[src/rtl/seg_scan_decoder.sv]
// Receive-side monitor for a scanned 7-segment display: de-glitches each digit, decodes it to BCD and rebuilds frames.
// Latency 1 + STABLE_CYC + 1 cycles from the final digit change to frame_valid; pure observer, so there is no backpressure.
module seg_scan_decoder #(
  parameter int NUM_POS        = 5,
  parameter int STABLE_CYC     = 4,
  parameter int TIMEOUT        = 1024,
  parameter int SEG_ACTIVE_LOW = 1
) (
  input  logic                   clk,
  input  logic                   reset,
  input  logic                   a,
  input  logic                   b,
  input  logic                   c,
  input  logic                   d,
  input  logic                   e,
  input  logic                   f,
  input  logic                   g,
  input  logic                   dp,
  input  logic [NUM_POS-1:0]     position,
  output logic [4*NUM_POS-1:0]   digits,
  output logic [NUM_POS-1:0]     dps,
  output logic                   frame_valid,
  output logic                   seg_err,
  output logic                   pos_err,
  output logic                   scan_lost
);

  localparam int CW = $clog2(STABLE_CYC + 1);
  localparam int TW = $clog2(TIMEOUT + 1);
  localparam logic [CW-1:0] STABLE_MAX  = CW'(STABLE_CYC);
  localparam logic [TW-1:0] TIMEOUT_MAX = TW'(TIMEOUT);
  localparam logic [7:0]    POL_MASK    = (SEG_ACTIVE_LOW != 0) ? 8'hFF : 8'h00;

  // samp_* holds {a..g, dp} normalised so that 1 always means lit
  logic [7:0]           samp_q, samp_d;
  logic [NUM_POS-1:0]   pos_q, pos_d;
  logic [7:0]           prev_samp_q, prev_samp_d;
  logic [NUM_POS-1:0]   prev_pos_q, prev_pos_d;
  logic [CW-1:0]        cnt_q, cnt_d;
  logic [TW-1:0]        to_q, to_d;
  logic [NUM_POS-1:0]   seen_q, seen_d;
  logic [4*NUM_POS-1:0] work_code_q, work_code_d;
  logic [NUM_POS-1:0]   work_dp_q, work_dp_d;
  logic                 cmpl_q, cmpl_d;
  logic [4*NUM_POS-1:0] digits_q, digits_d;
  logic [NUM_POS-1:0]   dps_q, dps_d;
  logic                 frame_valid_q, frame_valid_d;
  logic                 seg_err_q, seg_err_d;
  logic                 pos_err_q, pos_err_d;
  logic                 scan_lost_q, scan_lost_d;

  logic                 same;
  logic                 reach;
  logic                 multi_hot;
  logic                 one_hot;
  logic                 accept;
  logic [3:0]           code;
  logic [NUM_POS-1:0]   seen_base;
  logic [NUM_POS-1:0]   seen_next;
  logic                 timeout_hit;

  function automatic logic [3:0] seg_decode(input logic [6:0] lit);
    case (lit)
      7'b1111110: seg_decode = 4'd0;
      7'b0110000: seg_decode = 4'd1;
      7'b1101101: seg_decode = 4'd2;
      7'b1111001: seg_decode = 4'd3;
      7'b0110011: seg_decode = 4'd4;
      7'b1011011: seg_decode = 4'd5;
      7'b1011111: seg_decode = 4'd6;
      7'b1110000: seg_decode = 4'd7;
      7'b1111111: seg_decode = 4'd8;
      7'b1111011: seg_decode = 4'd9;
      7'b0000000: seg_decode = 4'hE;
      default:    seg_decode = 4'hF;
    endcase
  endfunction

  always_comb begin
    samp_d      = {a, b, c, d, e, f, g, dp} ^ POL_MASK;
    pos_d       = position;
    prev_samp_d = samp_q;
    prev_pos_d  = pos_q;

    same  = (samp_q == prev_samp_q) && (pos_q == prev_pos_q);
    cnt_d = same ? ((cnt_q == STABLE_MAX) ? cnt_q : cnt_q + CW'(1)) : CW'(1);
    // A saturated counter that stays equal is the same run: fire only on the arrival at STABLE_MAX
    reach = (cnt_d == STABLE_MAX) && (!same || (cnt_q != STABLE_MAX));

    multi_hot = |(pos_q & (pos_q - NUM_POS'(1)));
    one_hot   = (|pos_q) && !multi_hot;
    accept    = reach && one_hot;
    code      = seg_decode(samp_q[7:1]);

    // Seen bits from the frame just completed must not count toward the next one
    seen_base = cmpl_q ? '0 : seen_q;
    seen_next = accept ? (seen_base | pos_q) : seen_base;
    cmpl_d    = accept && (&seen_next);

    to_d        = accept ? '0 : ((to_q == TIMEOUT_MAX) ? to_q : to_q + TW'(1));
    timeout_hit = !accept && (to_d == TIMEOUT_MAX);
    seen_d      = timeout_hit ? '0 : seen_next;
    scan_lost_d = accept ? 1'b0 : (timeout_hit ? 1'b1 : scan_lost_q);

    work_code_d = work_code_q;
    work_dp_d   = work_dp_q;
    for (int i = 0; i < NUM_POS; i++) begin
      if (accept && pos_q[i]) begin
        work_code_d[4*i +: 4] = code;
        work_dp_d[i]          = samp_q[0];
      end
    end

    digits_d      = cmpl_q ? work_code_q : digits_q;
    dps_d         = cmpl_q ? work_dp_q : dps_q;
    frame_valid_d = cmpl_q;
    seg_err_d     = accept && (code == 4'hF);
    pos_err_d     = pos_err_q | (reach && multi_hot);
  end

  always_ff @(posedge clk) begin
    if (reset) begin
      samp_q        <= '0;
      pos_q         <= '0;
      prev_samp_q   <= '0;
      prev_pos_q    <= '0;
      cnt_q         <= '0;
      to_q          <= '0;
      seen_q        <= '0;
      work_code_q   <= {NUM_POS{4'hE}};
      work_dp_q     <= '0;
      cmpl_q        <= 1'b0;
      digits_q      <= {NUM_POS{4'hE}};
      dps_q         <= '0;
      frame_valid_q <= 1'b0;
      seg_err_q     <= 1'b0;
      pos_err_q     <= 1'b0;
      scan_lost_q   <= 1'b0;
    end else begin
      samp_q        <= samp_d;
      pos_q         <= pos_d;
      prev_samp_q   <= prev_samp_d;
      prev_pos_q    <= prev_pos_d;
      cnt_q         <= cnt_d;
      to_q          <= to_d;
      seen_q        <= seen_d;
      work_code_q   <= work_code_d;
      work_dp_q     <= work_dp_d;
      cmpl_q        <= cmpl_d;
      digits_q      <= digits_d;
      dps_q         <= dps_d;
      frame_valid_q <= frame_valid_d;
      seg_err_q     <= seg_err_d;
      pos_err_q     <= pos_err_d;
      scan_lost_q   <= scan_lost_d;
    end
  end

  assign digits      = digits_q;
  assign dps         = dps_q;
  assign frame_valid = frame_valid_q;
  assign seg_err     = seg_err_q;
  assign pos_err     = pos_err_q;
  assign scan_lost   = scan_lost_q;

endmodule

[config.mk]
export PLATFORM = sky130hd
export DESIGN_NAME = seg_scan_decoder
export DESIGN_NICKNAME = d
export VERILOG_FILES = /design/src/rtl/seg_scan_decoder.sv
export SDC_FILE = /design/constraint.sdc
export NUM_CORES = 1
export LEC_CHECK = 0
export BUFFER_PORTS_ARGS = -buffer_cell sky130_fd_sc_hd__buf_2
export CAP_MARGIN = 10
export CORE_MARGIN = 4
export CORE_UTILIZATION = 60
export CTS_BUF_LIST = sky130_fd_sc_hd__clkbuf_4 sky130_fd_sc_hd__clkbuf_8
export DETAILED_ROUTE_END_ITERATION = 6
export PLACE_DENSITY = 0.82
export SYNTH_ARGS = -nofsm -noshare
export SYNTH_HDL_FRONTEND = slang
export SYNTH_SLANG_ARGS = --single-unit
[constraint.sdc]
create_clock -name clk -period 4.1 [get_ports clk]
set_input_delay 0.82 -clock clk [delete_from_list [all_inputs] [get_ports clk]]
set_output_delay 0.82 -clock clk [all_outputs]
set_load 0.005 [all_outputs]
# Word-level counts from Yosys, hierarchy flattened
# Index checks and enable logic that the tools add are counted.
[totals]
reg_bits = 100
inputBits = 15
out_inout_bits = 29
elab_cells = 79
[op_classes]
addsub = 3
n_eq_ne = 18
n_mux = 7
bitwise_logic = 4
n_reduce_logical = 23
[op_table]
columns = ["operator", "n"]
rows = [
  ["7-bit == test (second input constant)", 8],
  ["4-bit case mux with 11 select lines", 1],
  ["11-bit == test (second input constant)", 2],
  ["11-bit two-way mux", 2],
  ["7-bit by 6-bit == test with 1-bit output (second input constant)", 2],
  ["1-bit logical AND", 13],
  ["11-bit by 1-bit adder with 11-bit output (second input constant)", 1],
  ["5-bit two-way mux", 2],
  ["5-bit OR reduction", 2],
  ["8-bit == test", 1],
  ["8-bit inverter", 1],
  ["7-bit zero test", 1],
  ["3-bit == test (second input constant)", 2],
  ["3-bit two-way mux", 2],
  ["5-bit AND", 1],
  ["5-bit == test", 1],
  ["5-bit OR", 1],
  ["5-bit AND reduction", 1],
  ["5-bit by 1-bit subtractor with 5-bit output (second input constant)", 1],
  ["4-bit == test (second input constant)", 1],
  ["2-bit OR reduction", 2],
  ["3-bit by 1-bit adder with 3-bit output (second input constant)", 1],
  ["1-bit zero test", 3],
  ["3-bit inequality test (second input constant)", 1],
  ["other kinds (2)", 2],
]

# Depth between registers and ports, before layout
# Gate-level depths: netlist of run 1.
[logic_depth]
word_depth = 10
mapped_depth = 10
ltp_nobuf = 8

# Least setup slack after synthesis of run 1
# No wires, ideal clock.
[synth_path]
path_kind = "reg-to-reg"
from = "register cnt_q[0]"
to = "register cmpl_q"
setup_ps = 60
arrival_time_ps = 2407
t_required_ps = 4040
setup_slack_ps = 1633
path_stages_with_launch = 11
n_path_buf = 2
synth_period_minus_slack_ps = 2467
path_cell_list = "dfxtp_1 -> inv_1 -> ha_1 -> nor3b_1 -> a21oi_1 -> or3_1 -> clkbuf_1 -> or4b_1 -> buf_6 -> a2111oi_4 -> and3_1"
[synth_via]
elab_chain_len = 9
elab_cells_between_ends = 12
classes_between = "add/sub: 1; eq/ne: 3; mux: 3; reduce/logical: 5"
[synth_rtl]
columns = ["element", "line_no", "rtl"]
rows = [
  ["start: declaration", "39", "logic [CW-1:0] cnt_q, cnt_d;"],
  ["start signal: assignment", "144", "cnt_q <= cnt_d;"],
  ["3-bit by 1-bit adder with 3-bit output / 3-bit == test (equally long branches)", "86", "cnt_d = same ? ((cnt_q == STABLE_MAX) ? cnt_q : cnt_q + CW'(1)) : CW'(1);"],
  ["3-bit two-way mux (2 in series)", "86", ""],
  ["3-bit == test", "88", "reach = (cnt_d == STABLE_MAX) && (!same || (cnt_q != STABLE_MAX));"],
  ["1-bit logical AND (*)", "88", ""],
  ["1-bit logical AND (*)", "92", "accept = reach && one_hot;"],
  ["5-bit two-way mux", "97", "seen_next = accept ? (seen_base | pos_q) : seen_base;"],
  ["5-bit AND reduction", "98", "cmpl_d = accept && (&seen_next);"],
  ["1-bit logical AND (*)", "98", ""],
  ["end signal: assignment", "149", "cmpl_q <= cmpl_d;"],
  ["end: declaration", "44", "logic cmpl_q, cmpl_d;"],
]
# Mark *: on every way between the ends. The rest lies on a longest branch, timed or not.
# A chain may end at the register's enable or synchronous reset.

# Final worst setup path of run 1
# Same ends and word-level chain as after synthesis.

==> impl_metrics.py, run 1 <==
metrics = {
    "synth": {
        "ys_warn_count": 0,
        "synth_cell_types": 53,
        "postSynth.asyncResetShare_pct": 0,
        "synth.avg_cell_area_sq_um": 9.28,
        "syn_inst": 452,
        "ys_seq_area_share_pct": 47.7,
        "synth_edf_count": 0,
        "ys.flop_type": "dfxtp_1",
        "syn_nets": 471,
        "synth_area_sq_mm": 0.00419,
        "synth_seq_cells": 100,
    },
    "sta": {
        "fin_crit_ps": 2770,
        "tightest_slew_ps": 987,
        "slew_viol_final": 0,
        "rsz0062_at_grt": "no",
        "slew_headroom_pct": 34.2,
        "holdWs_ps": 482,
        "hold_viol": 0,
        "setup_viol": 0,
        "fin_ws_ps": 1330,
        "clock.fmax_ghz": 0.361,
        "clock_skew_ps": 11.6,
        "tns_ps": 0,
        "fin_crit_sh_pct": 67.6,
    },
    "floorplanning": {
        "num_rows": 30,
        "die_area_sq_mm": 0.00839,
        "die_y_um": 91.6,
        "start_util_pct": 61.7,
        "fp.dieW_um": 91.6,
        "core_region_area_sq_mm": 0.00679,
        "ios": 44,
    },
    "worst_setup_path": {
        "cp.arrival_ps": 3080,
        "worst-setup-path-type": "reg2reg",
        "crit_required_ps": 4410,
        "crit_path_start": "cnt_q[0]$_SDFF_PP0_",
        "cp-start-kind": "register",
        "regToRegSetupSlack_ps": 1330,
        "timing.rr.start": "cnt_q[0]$_SDFF_PP0_",
        "reg2reg_depth": 8,
        "timing.rr.end": "cmpl_q$_SDFF_PP0_",
        "critPathCaptureType": "register",
        "cp_max_fo": 8,
    },
    "detailed_routing": {
        "via_per_inst": 5.54,
        "vias": 3227,
        "totalWireLength_mm": 8.67,
        "drt_iter0_markers": 236,
        "drtPass1Iterations": 4,
        "drc": 0,
        "ant_nets": 0,
        "drt-wirelength-per-cell_um": 14.9,
    },
    "layout": {
        "final_cell_area_sq_mm": 0.00462,
        "syn_to_final_growth_pct": 10.1,
        "drive_gt1_share_pct": 16.0,
        "n_fill_cell": 534,
        "final_cell_count_no_fill": 583,
        "antenna_cells": 0,
        "nets": 501,
    },
    "clocking": {
        "hold_buffers": 0,
        "clock_path_buffers": 2,
        "root_buffer": "clkbuf_8",
        "cts_setup_buffers": 0,
        "ctsResizeCount": 0,
        "cts_tree": "yes",
        "cts_buffers": 9,
        "clk_pin_slew_ps": 100,
        "clock-sinks": 100,
        "insertion_delay_ps": 370,
        "htree_levels": 3,
    },
    "outcome": {
        "outcome": "completed",
    },
    "placement": {
        "hpwl_mm": 6.06,
        "gp_congestion": 0.833,
        "dp_slack_ps": 1360,
        "io_buffers": 43,
        "place_area_sq_mm": 0.00443,
        "dp.cells": 566,
    },
    "power": {
        "peakVddDrop_mv": 0.244,
        "power.leakage_nw": 1.73,
        "p_per_area_mw_per_mm2": 368,
    },
    "global_route": {
        "grt_pass1_wl_mm": 14.5,
        "antenna_found_initial": 0,
        "grt_overflow": 0,
        "grt_pass1_vias": 3038,
        "grt_max_degree": 40,
        "grt_usage_pct": 21.5,
    },
    "worst_hold_path": {
        "min_path_type": "reg2reg",
        "worstHoldPathCells": 2,
        "worstHoldEndpoint": "digits[6]$_SDFFE_PP1P_",
        "hold_path.startpoint": "digits[6]$_SDFFE_PP1P_",
    },
    "run": {
        "maxCapViolCount": 0,
    },
}
worst max path at each step:
| stage | depth (start not counted) | slack [ps] | endpoint |
|---|---|---|---|
| floorplan | 10 | 1630 | cmpl_q$_SDFF_PP0_ |
| global placement | 6 | 1450 | cmpl_q$_SDFF_PP0_ |
| detailed placement | 8 | 1360 | cmpl_q$_SDFF_PP0_ |
| CTS | 8 | 1340 | cmpl_q$_SDFF_PP0_ |
| global route | 7 | 1150 | seen_q[4]$_SDFF_PP0_ |
| finish | 8 | 1330 | cmpl_q$_SDFF_PP0_ |
report_power, final:
| group | internal [mW] | leakage (nW) | switching [mW] |
|---|---|---|---|
| Clock | 0.229 | 0.0840 | 0.360 |
| Combinational | 0.0437 | 0.828 | 0.0574 |
| Sequential | 0.986 | 0.814 | 0.0244 |
| Total | 1.26 | 1.73 | 0.442 |
layout by cell type (no fill, tap or decap), types with 3 or more instances in the layout:
master	n
a211oi_1	3
a21oi_1	17
a22oi_1	6
a31oi_1	4
and3_1	11
buf_2	43
buf_4	4
clkbuf_8	9
clkinvlp_4	3
dfxtp_1	99
ha_1	4
inv_1	14
mux2i_1	35
nand2_1	31
nand3_1	8
nand4_1	4
nor2_1	55
nor2b_1	21
nor3_1	18
nor4_2	3
nor4b_1	3
o21ai_0	18
o41ai_1	4
or2_2	4
xnor2_1	9
xor2_1	16
worst max-delay path, cell delays in order (launching register included):
cell,delay [ps]
dfxtp_1,380
inv_1,70
ha_1,220
nor3b_1,190
a21oi_1,60
or3_1,460
or4b_1,740
a2111oi_4,400
and3_1,190
cells by family after synthesis:
| logic type | after synthesis | share of synthesized area (%) |
|---|---|---|
| XOR/XNOR | 25 | 5.22 |
| AND/OR/NAND/NOR | 177 | 22.2 |
| multiplexers | 35 | 8.35 |
| buffers and inverters | 43 | 4.42 |
| AO/OA/AOI/OAI | 67 | 10.6 |
| adder cells (fa/ha/maj) | 5 | 1.43 |
| flip-flops | 100 | 47.7 |
cells in the mapped netlist, types with 6 or more instances:
cell,count,share of area [%]
buf_2,7,0.84
nand2_1,31,2.8
xnor2_1,9,1.9
a21oi_1,17,2.0
o21ai_0,18,2.1
nor2b_1,21,3.1
clkbuf_1,15,1.3
and3_1,11,1.6
xor2_1,16,3.3
inv_1,14,1.3
nor3_1,18,2.1
mux2i_1,35,8.4
nand3_1,8,0.95
a22oi_1,6,1.1
dfxtp_1,100,48
nor2_1,55,4.9
routing by layer:
metal / track usage, % / vias to the layer above / wire length [um] / share of wire (%)
li1: - / 1623 / - / -
met1: 28.0 / 1506 / 3870 / 45
met2: 34.6 / 82 / 4210 / 49
met3: 4.31 / 16 / 439 / 5.1
met4: 9.30 / 0 / 155 / 1.8
met5: 0 / - / 0 / 0
state kept, by name, indices dropped and copies added, names as in the netlist, 3 cells and up:
signal and count:
prev_samp_q 8, work_code_q 20, seen_q 5, pos_q 5, cnt_q 3, prev_samp_d 8
dps 5, digits 20, to_q 11, work_dp_q 5, prev_pos_q 5
through the flow:
| stage | total power [mW] | utilization [%] |
|---|---|---|
| 3_5_place_dp | 1.13 | 65.2 |
| 4_1_cts | 1.70 | 67.9 |
| 5_1_grt | 1.76 | 67.9 |
| 6_report | 1.70 | 67.9 |
| 3_3_place_gp | 1.13 | 65.2 |
| 2_1_floorplan | 1.11 | - |
final cells by class:
cell class                 count  area, sq um  area share [%]
inverter                      14         52.6            1.14
clock inverter                 7         60.1            1.30
clock buffer                   9          124            2.68
multi-input combinational    309         2010            43.5
tap                           96          120            2.60
timing repair buffer          48          249            5.39
sequential                   100         2000            43.4
(Power assumes the default switching activity.)
==> run 2: changes to the inputs <==
- ABC_AREA: not set -> 1
- CORE_UTILIZATION: 60 -> 54
- PLACE_DENSITY: 0.82 -> 0.78
- clock period: 4.1 -> 2.2 ns (I/O delays scaled with it)
==> run 2 against run 1 <==
Net effect:
- fmax rose by 35%
- final cell count up 19%
- wire length is 6.3% lower
- cell area shrank 1.0%
- setup slack worse by 1200 ps
- non-clock buffer count increased by 2
- synthesized cell count increased by 21%
- critical path type unchanged
- largest cell class is now flip-flops and latches
- largest power group unchanged
- highest routed layer unchanged
==> impl_metrics.py, run 2 <==
metrics = {
    "synth": {
        "synth_xor_area_share_pct": 2.84,
        "postSynth.asyncResetShare_pct": 0,
        "yosys.area.top_type": "dfxtp_1",
        "synth_area_sq_mm": 0.00401,
        "syn_nets": 565,
        "synth_edf_count": 0,
        "synthTopCellsByArea": "dfxtp_1 50%, nand2_1 13%, nor2_1 9.4%",
        "synth_cell_types": 27,
        "synth_top_area_share_pct": 50.0,
        "synth_compound_area_share_pct": 4.96,
        "synth_top_family_by_area": "simple AND/OR/NAND/NOR gates",
        "ys_warn_count": 0,
        "synthTopCellsByCount": "139 x nand2_1, 100 x dfxtp_1, 100 x nor2_1",
        "synth-simple-area-share_pct": 33.5,
        "synthAdderAreaFrac_pct": 1.25,
        "syn_inst": 546,
        "synth_seq_cells": 100,
        "synthMuxAreaShare_pct": 0,
        "ys.flop_type": "dfxtp_1",
        "yosysMostFrequentCell": "nand2_1",
        "synth.avg_cell_area_sq_um": 7.34,
        "ys_seq_area_share_pct": 50.0,
    },
    "sta": {
        "tightest_slew_ps": 503,
        "tns_ps": 0,
        "fin_crit_ps": 2050,
        "holdWs_ps": 221,
        "clock.fmax_ghz": 0.488,
        "slew_viol_final": 0,
        "fin_crit_sh_pct": 93.1,
        "setup_viol": 0,
        "clock_skew_ps": 9.22,
        "slew_headroom_pct": 66.4,
        "hold_viol": 0,
    },
    "clocking": {
        "insertion_delay_ps": 360,
        "clk_pin_slew_ps": 100,
        "hold_buffers": 0,
        "clock-sinks": 100,
        "cts_tree": "yes",
        "htree_levels": 3,
        "root_buffer": "clkbuf_8",
        "clock_path_buffers": 2,
        "cts_buffers": 9,
    },
    "worst_setup_path": {
        "critical_path_buf_inv_count": 3,
        "cp_top_family": "simple AND/OR/NAND/NOR gates",
        "cp.arrival_ps": 2360,
        "critPathCaptureType": "register",
        "worst-setup-path-type": "reg2reg",
        "cp-start-kind": "register",
        "reg2reg_depth": 13,
        "crit_required_ps": 2510,
        "cpMostUsedCell": "nand2_1",
        "critPathMaxStageDelay_ps": 440,
        "cp_max_fo": 7,
        "cp_num_cells": 13,
        "critPathSlowestCell": "dfxtp_1",
        "crit_chain": "inv_2 -> nand2_1 -> nand2_1 -> nor2_1 -> nand2_1 -> nor2_2 -> nand3_2 -> nor2_8 -> buf_4 -> nand3_4 -> inv_2 -> o21ai_0 -> nor2_1",
        "regToRegSetupSlack_ps": 150,
    },
    "floorplanning": {
        "fp.dieW_um": 94.1,
        "start_util_pct": 55.5,
        "die_y_um": 94.1,
        "die_area_sq_mm": 0.00886,
        "core_region_area_sq_mm": 0.00721,
        "ios": 44,
        "num_rows": 31,
    },
    "placement": {
        "place_area_sq_mm": 0.00431,
        "gp_congestion": 0.858,
        "dp.cells": 676,
        "hpwl_mm": 5.80,
        "io_buffers": 43,
    },
    "global_route": {
        "grt_overflow": 0,
        "grt_pass1_wl_mm": 14.0,
        "grt_usage_pct": 19.6,
        "grt_max_degree": 51,
        "grt_pass1_vias": 3129,
        "antenna_found_initial": 0,
    },
    "power": {
        "seq_power_share_pct": 60.3,
        "p_per_area_mw_per_mm2": 678,
        "p_total_mw": 3.10,
        "p_clk_share_pct": 33.7,
        "p_int_mw": 2.31,
        "peakVddDrop_mv": 0.411,
        "switching_share_pct": 25.3,
        "p_switching_uw": 784,
        "comb_power_share_pct": 6.1,
        "power.leakage_nw": 2.18,
    },
    "layout": {
        "final_cell_count_no_fill": 695,
        "syn_to_final_growth_pct": 14.0,
        "nets": 610,
        "drive_gt1_share_pct": 14.4,
        "multi_input_area_sq_mm": 0.00175,
        "seqCellArea_sq_mm": 0.00200,
        "antenna_cells": 0,
        "final_cell_area_sq_mm": 0.00457,
        "n_fill_cell": 659,
        "final_common_cell": "nand2_1",
        "most-common-layout-cells": "138 x nand2_1, 100 x nor2_1, 99 x dfxtp_1, 56 x inv_1, 46 x nand3_1",
    },
    "detailed_routing": {
        "vias": 3441,
        "drc": 0,
        "via_per_inst": 4.95,
        "ant_nets": 0,
        "totalWireLength_mm": 8.12,
        "drt-wirelength-per-cell_um": 11.7,
        "drt_iter0_markers": 184,
        "drtPass1Iterations": 5,
    },
    "outcome": {
        "outcome": "completed",
    },
    "worst_hold_path": {
        "min_path_type": "in2reg",
        "worstHoldPathCells": 2,
    },
    "run": {
        "maxCapViolCount": 0,
    },
}
[run 2: power groups by stage]
stage | clock [mW] | sequential (mW) | combinational (mW)
2_1_floorplan | 0 | 1.90 | 0.138
3_3_place_gp | 0 | 1.91 | 0.175
3_5_place_dp | 0 | 1.91 | 0.179
4_1_cts | 1.06 | 1.86 | 0.180
5_1_grt | 1.14 | 1.87 | 0.215
6_report | 1.04 | 1.87 | 0.188
[run 2: through the flow]
stage	setup WS, ps	util [%]
final	152	63.3
after CTS	117	62.2
after global placement	220	59.8
after floorplan	518	-
after detailed placement	133	59.8
after global routing	-4.01	63.3
[run 2: metal layers]
metal	GRT usage, %	part of all wire [%]	wire length [um]
met2	31.0	46	3770
met4	7.46	1.4	113
met5	0	0	0
met1	26.5	48	3870
met3	3.77	4.5	368
[run 2: cell type report]
cell class	count	area share, %
clock buffers	9	2.71
clock inverters	7	1.15
inverters	63	5.18
multi-input cells	367	38.3
flip-flops and latches	100	43.8
well taps	99	2.71
repair buffers	50	6.13
[run 2: worst paths after layout]
kind,from,end
worst max-delay path,pos_q[1]$_SDFF_PP0_,work_dp_q[4]$_SDFFE_PP0P_
worst min-delay path,f,prev_samp_d[2]$_SDFF_PP0_
worst max register to register,pos_q[1]$_SDFF_PP0_,work_dp_q[4]$_SDFFE_PP0P_
worst min register to register,digits[13]$_SDFFE_PP1P_,digits[13]$_SDFFE_PP1P_
[run 2: logic make-up after synthesis]
kind of cell / after synthesis
AND/OR/NAND/NOR: 312
flip-flops: 100
buffers and inverters: 79
AO/OA/AOI/OAI: 38
XOR/XNOR: 13
adder cells (fa/ha/maj): 4
[run 2: what timing repair did]
item | 4_1_cts | 5_1_grt
setup buffers | 0 | 3
endpoints found under the setup margin | 0 | 18
resized for setup | 0 | 7
==> run 3: changes to the inputs <==
- CAP_MARGIN: 10 -> not set
- CELL_PAD_IN_SITES_DETAIL_PLACEMENT: not set -> 0
- CELL_PAD_IN_SITES_GLOBAL_PLACEMENT: not set -> 2
- CORE_UTILIZATION: 54 -> 31
- GPL_TIMING_DRIVEN: not set -> 0
==> run 3 against run 2 <==
Net effect:
- combinational power is 10% higher
- final cell count increased by 13%
- sequential power barely moved
- global-route usage is 5.8 points lower
- critical path depth fell by 2
- total power rose by 7.9%
- cell area rose by 4.5%
- largest cell class unchanged
- highest routed layer unchanged
==> impl_metrics.py, run 3 (same netlist as run 2, synthesis figures left out) <==
metrics = {
    "global_route": {
        "grt_pass1_wl_mm": 15.8,
        "grt_max_degree": 16,
        "grt_usage_pct": 13.8,
        "grt_overflow": 0,
        "antenna_found_initial": 0,
        "grt_pass1_vias": 3099,
    },
    "sta": {
        "setup_viol": 0,
        "clock_skew_ps": 12.5,
        "slew_viol_final": 0,
        "slew_headroom_pct": 59.6,
        "fin_crit_ps": 2040,
        "fin_ws_ps": 163,
        "tightest_slew_ps": 606,
        "clock.fmax_ghz": 0.491,
        "hold_viol": 0,
        "fin_crit_sh_pct": 92.6,
    },
    "detailed_routing": {
        "drt-wirelength-per-cell_um": 12.3,
        "drtPass1Iterations": 5,
        "via_per_inst": 4.36,
        "ant_nets": 0,
        "drc": 0,
        "drt_iter0_markers": 145,
        "vias": 3406,
        "totalWireLength_mm": 9.63,
    },
    "floorplanning": {
        "core_region_area_sq_mm": 0.0126,
        "die_area_sq_mm": 0.0148,
        "ios": 44,
        "die_y_um": 122,
        "num_rows": 41,
        "start_util_pct": 31.8,
        "fp.dieW_um": 122,
    },
    "power": {
        "p_switching_uw": 788,
        "comb_power_share_pct": 6.2,
        "switching_share_pct": 23.6,
        "power.leakage_nw": 2.22,
        "seq_power_share_pct": 55.8,
        "p_per_area_mw_per_mm2": 700,
        "peakVddDrop_mv": 0.398,
        "p_int_mw": 2.55,
        "p_clk_share_pct": 38.0,
    },
    "worst_setup_path": {
        "worst-setup-path-type": "reg2reg",
        "cp.arrival_ps": 2300,
        "critPathMaxStageDelay_ps": 330,
        "crit_chain": "buf_6 -> nor2_2 -> nor2_1 -> nor2_1 -> nand2_1 -> nor2_2 -> nand3_2 -> nor2_8 -> nand4_2 -> o21ai_0 -> nor2_1",
        "cpMostUsedCell": "nor2_1",
        "critical_path_buf_inv_count": 1,
        "crit_required_ps": 2470,
        "critPathSlowestCell": "dfxtp_2",
        "cp_max_fo": 7,
        "cp-start-kind": "register",
        "critPathCaptureType": "register",
        "cp_top_family": "simple AND/OR/NAND/NOR gates",
    },
    "clocking": {
        "clock_path_buffers": 2,
        "cts_tree": "yes",
        "htree_levels": 3,
        "insertion_delay_ps": 380,
        "hold_buffers": 0,
        "cts_buffers": 9,
        "root_buffer": "clkbuf_8",
        "clock-sinks": 100,
        "clk_pin_slew_ps": 90,
    },
    "run": {
        "maxCapViolCount": 0,
    },
    "layout": {
        "drive_gt1_share_pct": 15.9,
        "post-route-util_pct": 37.8,
        "syn_to_final_growth_pct": 19.1,
        "nets": 624,
        "antenna_cells": 0,
        "most-common-layout-cells": "137 x nand2_1, 98 x nor2_1, 96 x dfxtp_1, 55 x inv_1, 45 x nand3_1",
        "final_common_cell": "nand2_1",
    },
    "placement": {
        "io_buffers": 42,
        "dp_slack_ps": 116,
        "hpwl_mm": 7.13,
        "gp_congestion": 0.789,
    },
    "outcome": {
        "outcome": "completed",
    },
    "worst_hold_path": {
        "min_path_type": "in2reg",
    },
}
## run 3: cell type report
type / instances / area [sq um]
Tap cell: 172 / 215
Buffer: 16 / 78.8
Multi-Input combinational cell: 367 / 1760
Clock inverter: 3 / 42.5
Sequential cell: 100 / 2010
Inverter: 63 / 236
Fill cell: 1388 / 7850
Clock buffer: 13 / 179
Timing Repair Buffer: 48 / 255
## run 3: final timing paths
check                                 start                      endpoint  slack, ps  depth (start not counted)
setup reg to reg  prev_samp_d[0]$_SDFF_PP0_  work_code_q[12]$_SDFFE_PP0P_        160                         11
hold / removal                            a     prev_samp_d[7]$_SDFF_PP0_        190                          2
hold reg to reg      scan_lost$_SDFFE_PP0P_        scan_lost$_SDFFE_PP0P_        440                          2
setup / recovery  prev_samp_d[0]$_SDFF_PP0_  work_code_q[12]$_SDFFE_PP0P_        160                         11
## run 3: power groups by stage
| stage | Combinational, mW | Clock [mW] | Sequential, mW |
|---|---|---|---|
| floorplan | 0.138 | 0 | 1.90 |
| global placement | 0.195 | 0 | 1.91 |
| detailed placement | 0.197 | 0 | 1.91 |
| CTS | 0.198 | 1.33 | 1.86 |
| global route | 0.237 | 1.40 | 1.87 |
| finish | 0.207 | 1.27 | 1.86 |
## run 3: metal layers
| metal | track usage (%) | share of wire, % | vias to the layer above |
|---|---|---|---|
| met5 | 0 | 0 | - |
| met4 | 3.71 | 1.1 | 0 |
| met3 | 4.46 | 4.5 | 6 |
| met2 | 21.1 | 44 | 51 |
| met1 | 18.8 | 50 | 1527 |
| li1 | - | - | 1822 |
## run 3: timing repair
item                                    CTS  global route
gates resized for setup                   0            25
setup buffers                             0             6
endpoints found under the setup margin    0            26
endpoints found under the hold margin     0             0
## run 3: worst register-to-register path, delay by kind of cell (launching register included)
kind	cells	cell delay (ps)
buffers and inverters	1	110
AOI/OAI and AO/OA	1	240
DFF	1	330
and+or+nand+nor	9	1260
## run 3: per-stage QoR
stage	total power [mW]	setup TNS, ps	instance area (sq um)	std cells	hold WS [ps]
after floorplan	2.04	0	4010	546	434
after global placement	2.10	0	4430	760	436
after detailed placement	2.10	0	4430	760	436
after CTS	3.39	0	4650	776	174
after global routing	3.50	-10.2	4770	782	163
final	3.34	0	4770	782	192
